[src/rtl/gf_mul_seq_cxu.sv]
// gf_mul_seq_cxu: multi-cycle, constant-time GF(2^8) unit for the AES path.
// Byte-lane multiply, exponentiation and inversion on one shared
// shift-and-add engine; latency depends only on function_id and parameters.
//
// Handshake: a command transfers on a rising edge where cmd_valid && cmd_ready
// (cmd_ready is high only in IDLE); a response transfers on a rising edge where
// rsp_valid && rsp_ready. rsp_valid and rsp_payload_outputs_0 hold steady until
// that edge, and no command is accepted on the response edge itself.
module gf_mul_seq_cxu #(
   parameter int         LANES          = 4,
   parameter int         BITS_PER_CYCLE = 1,
   parameter logic [8:0] RED_POLY       = 9'h11B
) (
   input  logic        clk,
   input  logic        reset,
   input  logic        cmd_valid,
   output logic        cmd_ready,
   input  logic [2:0]  cmd_payload_function_id,
   input  logic [31:0] cmd_payload_inputs_0,
   input  logic [31:0] cmd_payload_inputs_1,
   output logic        rsp_valid,
   input  logic        rsp_ready,
   output logic [31:0] rsp_payload_outputs_0
);

   localparam int          P         = 8 / BITS_PER_CYCLE;
   localparam logic [2:0]  CNT_LAST  = 3'(P - 1);
   localparam logic [31:0] LANE_MASK = (LANES >= 4) ? 32'hFFFF_FFFF :
                                       (LANES == 2) ? 32'h0000_FFFF : 32'h0000_00FF;

   typedef enum logic [2:0] {IDLE, MUL, POW_SQ, POW_MUL, DONE} state_t;

   // state is the observable FSM state for checkers
   state_t      state, state_n;
   logic        vec_q, vec_n;
   logic [31:0] a_q, a_n;          // latched operand A (pow base)
   logic [31:0] e_q, e_n;          // latched exponent bytes
   logic [31:0] mcand, mcand_n;    // multiplicand; doubles as pow accumulator
   logic [31:0] mplier, mplier_n;  // multiplier, consumed MSB first
   logic [31:0] prod, prod_n;      // running partial product
   logic [2:0]  cnt, cnt_n;        // digit counter within one pass
   logic [2:0]  bit_idx, bit_idx_n;// exponent bit being processed
   logic        rsp_valid_n;
   logic [31:0] rsp_data_n;

   logic [31:0] step_prod, step_mplier, acc_new, out_mask;

   function automatic logic [7:0] xtime(input logic [7:0] v);
      return {v[6:0], 1'b0} ^ (v[7] ? RED_POLY[7:0] : 8'h00);
   endfunction

   // One digit: BITS_PER_CYCLE Horner steps with reduction after each shift
   function automatic logic [7:0] digit_step(input logic [7:0] p, input logic [7:0] a,
                                             input logic [7:0] m);
      logic [7:0] r;
      r = p;
      for (int i = 0; i < BITS_PER_CYCLE; i++) begin
         r = xtime(r) ^ (m[7-i] ? a : 8'h00);
      end
      return r;
   endfunction

   assign cmd_ready = (state == IDLE);
   assign out_mask  = vec_q ? LANE_MASK : 32'h0000_00FF;

   // Per-lane datapath: next digit of each product and the pow select
   always_comb begin
      step_prod   = '0;
      step_mplier = '0;
      acc_new     = '0;
      for (int k = 0; k < 4; k++) begin
         step_prod[8*k +: 8]   = digit_step(prod[8*k +: 8], mcand[8*k +: 8], mplier[8*k +: 8]);
         step_mplier[8*k +: 8] = mplier[8*k +: 8] << BITS_PER_CYCLE;
         acc_new[8*k +: 8]     = e_q[8*k + int'(bit_idx)] ? step_prod[8*k +: 8]
                                                          : mcand[8*k +: 8];
      end
   end

   // FSM next-state and register next values
   always_comb begin
      state_n     = state;
      vec_n       = vec_q;
      a_n         = a_q;
      e_n         = e_q;
      mcand_n     = mcand;
      mplier_n    = mplier;
      prod_n      = prod;
      cnt_n       = cnt;
      bit_idx_n   = bit_idx;
      rsp_valid_n = rsp_valid;
      rsp_data_n  = rsp_payload_outputs_0;
      case (state)
         IDLE: begin
            if (cmd_valid) begin
               vec_n  = cmd_payload_function_id[0];
               cnt_n  = '0;
               prod_n = '0;
               case (cmd_payload_function_id)
                  3'd0, 3'd1: begin
                     mcand_n  = cmd_payload_inputs_0;
                     mplier_n = cmd_payload_inputs_1;
                     state_n  = MUL;
                  end
                  3'd2, 3'd3, 3'd4, 3'd5: begin
                     a_n       = cmd_payload_inputs_0;
                     e_n       = cmd_payload_function_id[2] ? 32'hFEFE_FEFE : cmd_payload_inputs_1;
                     mcand_n   = 32'h0101_0101;
                     mplier_n  = 32'h0101_0101;
                     bit_idx_n = 3'd7;
                     state_n   = POW_SQ;
                  end
                  default: begin
                     rsp_data_n = '0;
                     state_n    = DONE;
                  end
               endcase
            end
         end
         MUL: begin
            prod_n   = step_prod;
            mplier_n = step_mplier;
            cnt_n    = cnt + 3'd1;
            if (cnt == CNT_LAST) begin
               cnt_n       = '0;
               rsp_data_n  = step_prod & out_mask;
               rsp_valid_n = 1'b1;
               state_n     = DONE;
            end
         end
         POW_SQ: begin
            prod_n   = step_prod;
            mplier_n = step_mplier;
            cnt_n    = cnt + 3'd1;
            if (cnt == CNT_LAST) begin
               cnt_n    = '0;
               prod_n   = '0;
               mcand_n  = step_prod;
               mplier_n = a_q;
               state_n  = POW_MUL;
            end
         end
         POW_MUL: begin
            prod_n   = step_prod;
            mplier_n = step_mplier;
            cnt_n    = cnt + 3'd1;
            if (cnt == CNT_LAST) begin
               cnt_n    = '0;
               prod_n   = '0;
               mcand_n  = acc_new;
               mplier_n = acc_new;
               if (bit_idx == 3'd0) begin
                  rsp_data_n  = acc_new & out_mask;
                  rsp_valid_n = 1'b1;
                  state_n     = DONE;
               end else begin
                  bit_idx_n = bit_idx - 3'd1;
                  state_n   = POW_SQ;
               end
            end
         end
         DONE: begin
            // illegal functions arrive here with rsp_valid low; raise it one edge later
            if (!rsp_valid) begin
               rsp_valid_n = 1'b1;
            end else if (rsp_ready) begin
               rsp_valid_n = 1'b0;
               state_n     = IDLE;
            end
         end
         default: state_n = IDLE;
      endcase
   end

   // FSM state register
   always_ff @(posedge clk or negedge reset) begin
      if (!reset) state <= IDLE;
      else        state <= state_n;
   end

   // Datapath and response registers
   always_ff @(posedge clk or negedge reset) begin
      if (!reset) begin
         vec_q                 <= 1'b0;
         a_q                   <= '0;
         e_q                   <= '0;
         mcand                 <= '0;
         mplier                <= '0;
         prod                  <= '0;
         cnt                   <= '0;
         bit_idx               <= '0;
         rsp_valid             <= 1'b0;
         rsp_payload_outputs_0 <= '0;
      end else begin
         vec_q                 <= vec_n;
         a_q                   <= a_n;
         e_q                   <= e_n;
         mcand                 <= mcand_n;
         mplier                <= mplier_n;
         prod                  <= prod_n;
         cnt                   <= cnt_n;
         bit_idx               <= bit_idx_n;
         rsp_valid             <= rsp_valid_n;
         rsp_payload_outputs_0 <= rsp_data_n;
      end
   end

endmodule

[config.mk]
export PLATFORM = sky130hd
export DESIGN_NAME = gf_mul_seq_cxu
export DESIGN_NICKNAME = d
export VERILOG_FILES = /design/src/rtl/gf_mul_seq_cxu.sv
export SDC_FILE = /design/constraint.sdc
export NUM_CORES = 1
export LEC_CHECK = 0
export CAP_MARGIN = 20
export CORE_MARGIN = 3
export CORE_UTILIZATION = 56
export DETAILED_ROUTE_END_ITERATION = 7
export GPL_ROUTABILITY_DRIVEN = 1
export GPL_TIMING_DRIVEN = 0
export PLACE_DENSITY = 0.8
export SLEW_MARGIN = 20
export SYNTH_ARGS = -nofsm -noshare
export SYNTH_HDL_FRONTEND = slang
export SYNTH_SLANG_ARGS = --single-unit
[constraint.sdc]
create_clock -name clk -period 2.7 [get_ports clk]
set_clock_uncertainty 0.15 [all_clocks]
set_input_delay 0.405 -clock clk [delete_from_list [all_inputs] [get_ports clk]]
set_output_delay 0.405 -clock clk [all_outputs]
set_load 0.01 [all_outputs]
* Word level (Yosys, flattened, before mapping)
Cells that the tools add are included.
** Storage, ports and cells
- Bits in registers :: 203
- Bits of input ports :: 71
** Cells by class
- Add/subtract/negate cells :: 5
- Magnitude comparators :: 4
- Equality and inequality tests :: 21
- Multiplexer cells :: 67
- Bitwise logic cells :: 10
- Reduce and logical (&&, ||, !) cells :: 25
** Operators with widths (number)
- 2-to-1 mux 32 bit :: 15
- case mux 32 bit (3 select lines) :: 3
- case mux 32 bit (2 select lines) :: 2
- case mux 32 bit (4 select lines) :: 1
- AND 32 bit :: 2
- 2-to-1 mux 8 bit :: 8
- 2-to-1 mux 3 bit :: 13
- XOR 8 x 5 -> 8 bit :: 4
- XOR 8 bit :: 4
- 2-to-1 mux 5 bit :: 4
- != test 2 bit, second input constant :: 9
- case mux 3 bit (2 select lines) :: 3
- binary-select mux 1 bit (select 5 bit) :: 3
- case mux 3 bit (5 select lines) :: 1
- adder 5 x 3 -> 6 bit, first input constant :: 2
- == test 3 x 2 -> 1 bit, second input constant :: 4
- == test 3 bit, second input constant :: 4
- < comparator 6 bit, second input constant :: 2
- 2-to-1 mux 1 bit :: 12
- AND reduction 6 bit :: 2
- nonzero test 3 bit :: 4
- AND reduction 5 bit :: 2
- zero test 3 bit :: 3
- == test 3 x 1 -> 1 bit, second input constant :: 2
- 18 further kinds :: 23

* Logic depth before layout (Yosys ltp)
Gate-level depths: netlist of run 1.
- Depth after elaboration :: 9
- Gate-level depth with buffers :: 10

* Worst setup path after synthesis of run 1
OpenSTA, ideal clock, no wires.
- Kind :: register to register
- From :: register cnt[0]
- To :: register mcand[15]
- Setup time :: 0.126 ns
- Data arrival time :: 2.103 ns
- Required time :: 2.424 ns
- Path slack :: 0.321 ns
- Stages on the path, launching flop included :: 10
- Period minus slack after synthesis :: 2.379 ns
- Path through :: dfrtp_1 > ha_1 > ha_1 > buf_2 > nor3b_1 > nor2_1 > nand2_1 > nor3_2 > buf_2 > a221o_1
** Between the ends
- Longest elaborated chain between the ends :: 3
** RTL lines
- start: declaration :: line 41 : logic [2:0] cnt, cnt_n;
- start signal: assignment :: line 200 : cnt <= cnt_n;
- == test 3 bit (*) :: line 134, 146
- != test 2 bit (no source line)
- AND reduction 5 bit (no source line) (*)
- end signal: assignment :: line 197 : mcand <= mcand_n;
- end: declaration :: line 38 : logic [31:0] mcand, mcand_n;
Every way passes the cells marked *; elsewhere a longest branch is shown, timed or not.
A chain may end at the register's enable or synchronous reset.

* Final worst setup path of run 1
Ends and elaborated chain as after synthesis.

==> results of run 1 <==
final cells by class:
cell class                      count  area (µm²)
Clock buffer                       32         649
Antenna cell                        1        2.50
Sequential cell                   203        5080
Clock inverter                     10         156
Fill cell                        1565        6000
Multi-Input combinational cell    900        5640
Inverter                           40         150
Buffer                             97         469
Timing Repair Buffer              108        1120
Tap cell                          265         332
cell families after synthesis:
kind of cell,count (synthesis),synth area share
XOR/XNOR,48,0.0373
adder cells (fa/ha/maj),4,0.00445
multiplexers,87,0.0818
AND/OR/NAND/NOR,393,0.154
flip-flops,203,0.451
buffers and inverters,138,0.0537
AO/OA/AOI/OAI,368,0.218
sequential cells by signal (all words and copies together) (netlist names):
name                   flops
a_q                       32
e_q                       32
mcand                     32
mplier                    32
prod                      32
rsp_payload_outputs_0     32
bit_idx                    3
cnt                        3
state                      3
rsp_valid                  1
vec_q                      1
through the flow:
stage | std cells | hold slack, ps | util
6_report | 1656 | 214 | 0.694
5_1_grt | 1655 | 246 | 0.694
4_1_cts | 1654 | 189 | 0.691
3_5_place_dp | 1611 | 161 | 0.648
3_3_place_gp | 1609 | 298 | 0.644
2_1_floorplan | 1241 | -40.6 | -
routing by layer:
metal / share of wire / track usage / vias to the layer above / wire (µm)
met5: 0 / 0 / - / 0
li1: - / - / 4699 / -
met4: 0.055 / 0.169 / 0 / 2080
met1: 0.41 / 0.463 / 5275 / 15300
met3: 0.083 / 0.0540 / 129 / 3130
met2: 0.46 / 0.530 / 592 / 17200
path summary, 6_finish.rpt:
check                                      startpoint                   endpoint  slack [ps]  cells past startpoint
setup reg to reg                               cnt[0]                  mcand[15]          50                      9
hold reg to reg                               e_q[18]                    e_q[18]         320                      2
setup / recovery                               cnt[0]                  mcand[15]          50                      9
max in group asynchronous                       reset  rsp_payload_outputs_0[12]        1110                      4
min in group clk           cmd_payload_function_id[2]                     e_q[8]         220                      3
hold / removal                                  reset                     e_q[6]         210                      2
what timing repair did:
item                                    in CTS  in global routing
gates resized for setup                     11                 24
hold buffers                                 1                  0
endpoints found under the setup margin      82                109
pin swaps                                    1                  2
buffers inserted                             1                  1
endpoints found under the hold margin       40                  0
report_power, final:
group / switching (W) / internal [W] / total, W / leakage [nW]
clock network: 0.00132 / 0.00206 / 0.00339 / 0.395
logic: 0.00536 / 0.00343 / 0.00879 / 3.15
registers: 0.000805 / 0.00419 / 0.00500 / 2.63
total: 0.00749 / 0.00969 / 0.0172 / 6.17
synth_stat cells, types with 5 or more instances:
cell type / number
nand3_1: 16
a21oi_1: 71
a22o_1: 26
dfrtp_1: 203
a21o_1: 7
o21ai_1: 30
nor2_1: 30
buf_1: 9
a221o_1: 28
o211ai_1: 8
o21ai_0: 95
xnor2_1: 38
a211oi_1: 9
nand2_1: 246
nor3_1: 30
buf_6: 5
a221oi_1: 9
and3_1: 27
a21boi_0: 9
nand2b_1: 12
inv_1: 38
buf_2: 30
a211o_1: 5
nor2b_1: 16
xor2_1: 10
clkbuf_1: 51
o22ai_1: 19
mux2i_1: 71
o221ai_1: 15
mux2_2: 10
worst max-delay path, delay by kind of cell, from the launching register on:
kind,cells,cell delay [ps]
and+or+nand+nor,4,800
buffers and inverters,2,440
DFF,1,400
adders and majority gates,2,380
AOI/OAI and AO/OA,1,370
==> impl_metrics.ini, run 1 <==
[finish]
final_cell_mix = nand2_1 (246), dfrtp_1 (203), clkdlybuf4s50_1 (102)
fin_area_um2 = 13600
area_growth_pct = 20.7
nNetsFinal = 1448
final_common_cell = nand2_1
drive_above_1_share = 0.0964

[placement]
hpwlAfterDp_um = 27700
dpl_cell_area_um2 = 12700
gp_congestion = 1.05
io_buffers = 103
dp_slack_ps = -483

[detailed_routing]
vias = 10700
drc = 0
drtIter0Drc = 1225
drt-pass1-iter-count = 6
via_per_inst = 6.46
drtAntennaViolNets = 0
wl_um = 37700
wire_per_inst_um = 22.8

[logic_synthesis]
ys.flop_type = dfrtp_1
ys_top_cells_by_area = dfrtp_1 (45%), nand2_1 (8.2%), mux2i_1 (6.3%), o21ai_0 (4.2%), a21oi_1 (3.2%)
ys_seq_area_frac = 0.451
synth_fp_nets = 1316
yosys_warnings = 0
async_reset_ff_frac = 1.00
netlist-cell-type-count = 65
synth_edf_count = 0
synthCells = 1241
ys_ff_latch = 203
yosysTopAreaCellShare = 0.451
syn_area_um2 = 11300
yosys.area.top_type = dfrtp_1
synth.avg_cell_area_um2 = 9.07

[sta]
finalHoldViolCount = 0
fin_crit_sh = 0.983
grt_setup_unrepaired = yes
max_freq_ghz = 0.377
min_period_ps = 2650
setup_tns_ps = 0
setup_viol = 0
finalWorstSetupSlack_ps = 47.1
slew_headroom = 0.453
tightestPinTransition_ps = 817
report.final.slew_viol_count = 0

[worst_setup_path]
cp.arrival_ps = 2910
worst-setup-path-type = reg2reg
crit_fanout = 10
path_cells = ha_1 > ha_1 > buf_2 > nor3b_2 > nor2_2 > nand2_1 > nor3_4 > buf_2 > a221o_1
cp_slowest_cell = dfrtp_1
worstPathRequired_ps = 2950
cpPeakStageDelay_ps = 400
endpoint_kind = flop
startpoint_type = flop

[global_route]
grt_pass1_wl_um = 57700
grt_antenna_before_repair = 0
grt_max_degree = 90
grt_pass1_vias = 10400
grt.total_usage = 0.339
grt.overflow.total = 0

[status]
status = complete, no violations

[floorplanning]
dieHeight_um = 148
io-pin-count = 105
die_w_um = 148
rows = 51
die_area_um2 = 21800
initial_utilization = 0.575
core_area_um2 = 19600

[clocking]
cts-root-buf = clkbuf_16
cts_made_buffers = 23
clkLatencyLatePin_ps = 530
cts_tree = built
h-tree-depth = 1
clkSinkCount = 203
path_clk_slew_ps = 60
cts_max_path_buffers = 3

[pwr]
power_density_nw_per_um2 = 1260
vdd_drop_max_v = 0.000636
report.power.total_w = 0.0172
p_leak_nw = 6.17

[hold_path]
hold_class = in2async

[job]
maxCapViolations = 0
Power figures use the tool's default switching activity.
==> run 2: changes to the inputs <==
--- a/config.mk
+++ b/config.mk
@@ -9,3 +9,3 @@
 export CORE_MARGIN = 3
-export CORE_UTILIZATION = 56
+export CORE_UTILIZATION = 54
 export DETAILED_ROUTE_END_ITERATION = 7
@@ -13,3 +13,3 @@
 export GPL_TIMING_DRIVEN = 0
-export PLACE_DENSITY = 0.8
+export PLACE_DENSITY = 0.78
 export SLEW_MARGIN = 20
--- a/constraint.sdc
+++ b/constraint.sdc
@@ -4,2 +4,2 @@
 set_output_delay 0.405 -clock clk [all_outputs]
-set_load 0.01 [all_outputs]
+set_load 0.005 [all_outputs]
==> run 2 against run 1 <==
Against the previous run:
- global-route usage decreased by 0.57 points
- combinational power about the same
- critical path depth decreased by 6
- via count fell by 0.86%
- largest cell class unchanged
- highest routed layer unchanged
- sequential power barely moved
- die area increased by 3.6%
- critical endpoint is now cmd_ready
==> impl_metrics.ini, run 2 (synthesis results as in run 1) <==
[detailed_routing]
wl_um = 37900
drc = 0
wire_per_inst_um = 22.8
vias = 10600
routedLengthMet1_um = 15100
drtIter0Drc = 966
drt-pass1-iter-count = 7
dr_wl_met2_um = 17300
via_per_inst = 6.38
routed-wl-met3_um = 3490
top_layer = met4
drtAntennaViolNets = 0

[placement]
dpl_cell_area_um2 = 12700
io_buffers = 103
gp_congestion = 1.06
hpwlAfterDp_um = 27600

[global_route]
grt_max_degree = 93
grt_antenna_before_repair = 0
grt.total_usage = 0.333
grt_pass1_vias = 10200
grt_pass1_wl_um = 57800
grt.overflow.total = 0

[sta]
fin_crit_sh = 0.978
min_period_ps = 2640
setup_viol = 0
max_freq_ghz = 0.379
slew_headroom = 0.472
report.final.slew_viol_count = 0
setup_tns_ps = 0
grt_setup_unrepaired = yes
finalHoldViolCount = 0
tightestPinTransition_ps = 789

[pwr]
p_leak_nw = 6.24
vdd_drop_max_v = 0.000699
power_density_nw_per_um2 = 1280

[worst_setup_path]
startpoint_type = flop
crit_fanout = 10
worstPathRequired_ps = 2140
worst-setup-path-type = reg2out
cp.arrival_ps = 2080
endpoint_kind = output port

[hold_path]
hold_class = in2reg

[status]
status = complete, no violations

[finish]
area_growth_pct = 22.1
fin_area_um2 = 13800
final_cell_mix = nand2_1 (246), dfrtp_1 (203), clkdlybuf4s50_1 (102)
nNetsFinal = 1449
n_antenna_cell = 0
drive_above_1_share = 0.101
final_common_cell = nand2_1

[clocking]
cts-root-buf = clkbuf_16
cts_tree = built
cts_max_path_buffers = 3
h-tree-depth = 1
clkLatencyLatePin_ps = 520
clkSinkCount = 203
path_clk_slew_ps = 60
cts_made_buffers = 24

[floorplanning]
rows = 52
die_area_um2 = 22600
dieHeight_um = 150
initial_utilization = 0.553
die_w_um = 150
core_area_um2 = 20400
io-pin-count = 105

[job]
maxCapViolations = 0
==> run 2: cell count changes in the layout (fill, tap and decap cells not counted), sizes merged <==
cell / before / now
clkinv: 5 / 4
buf: 49 / 51
diode: 1 / 0
inv: 40 / 39
clkbuf: 85 / 87
bufinv: 4 / 5
clkinvlp: 1 / 0
==> run 2: power by group <==
group / total (W) / internal, W / switching [W]
combinational: 0.00882 / 0.00348 / 0.00533
sequential: 0.00500 / 0.00419 / 0.000808
clock: 0.00372 / 0.00240 / 0.00131
==> run 2: worst paths after layout <==
check | from | slack (ps) | to | cells after the start
min in group asynchronous | reset | 250 | e_q[12] | 2
worst min-delay path | cmd_payload_function_id[2] | 210 | e_q[8] | 3
worst max register to register | cnt[0] | 70 | prod[5] | 8
worst min register to register | e_q[26] | 310 | e_q[26] | 2
max in group asynchronous | reset | 1020 | rsp_payload_outputs_0[24] | 4
worst max-delay path | state[2] | 60 | cmd_ready | 3
==> run 2: area by class of cell <==
class                      count  area (µm²)
fill                        1666        6610
tap                          270         338
timing repair buffer         110        1130
multi-input combinational    900        5670
clock inverter                 8         165
clock buffer                  36         757
sequential                   203        5080
inverter                      40         150
buffer                        95         464
==> run 2: stage by stage <==
stage	power [W]	instances	hold WS, ps	util	worst slack, ps
after floorplan	0.0107	1241	-40.6	-	321
after global placement	0.0132	1614	298	0.620	-7650
after detailed placement	0.0134	1616	204	0.623	-518
after CTS	0.0173	1663	191	0.672	1.33
after global routing	0.0185	1662	233	0.675	-24.4
final	0.0175	1662	209	0.675	60.4
==> run 2: critical path, stage by stage, from the launching register on <==
cell,delay (ps)
dfrtp_1,430
buf_2,230
nor3_2,340
clkdlybuf4s50_1,570
==> run 2: what timing repair did <==
item,in CTS,in global routing
gates resized for setup,11,33
hold buffers,1,0
endpoints found under the setup margin,91,116
endpoints found under the hold margin,53,0
buffers inserted,3,1
pin swaps,1,1
==> run 2: per-layer routing <==
layer  up-vias  global-route usage
li1       4692                   -
met1      5194               0.458
met2       586               0.516
met3       131              0.0596
met4         0               0.154
met5         -                   0
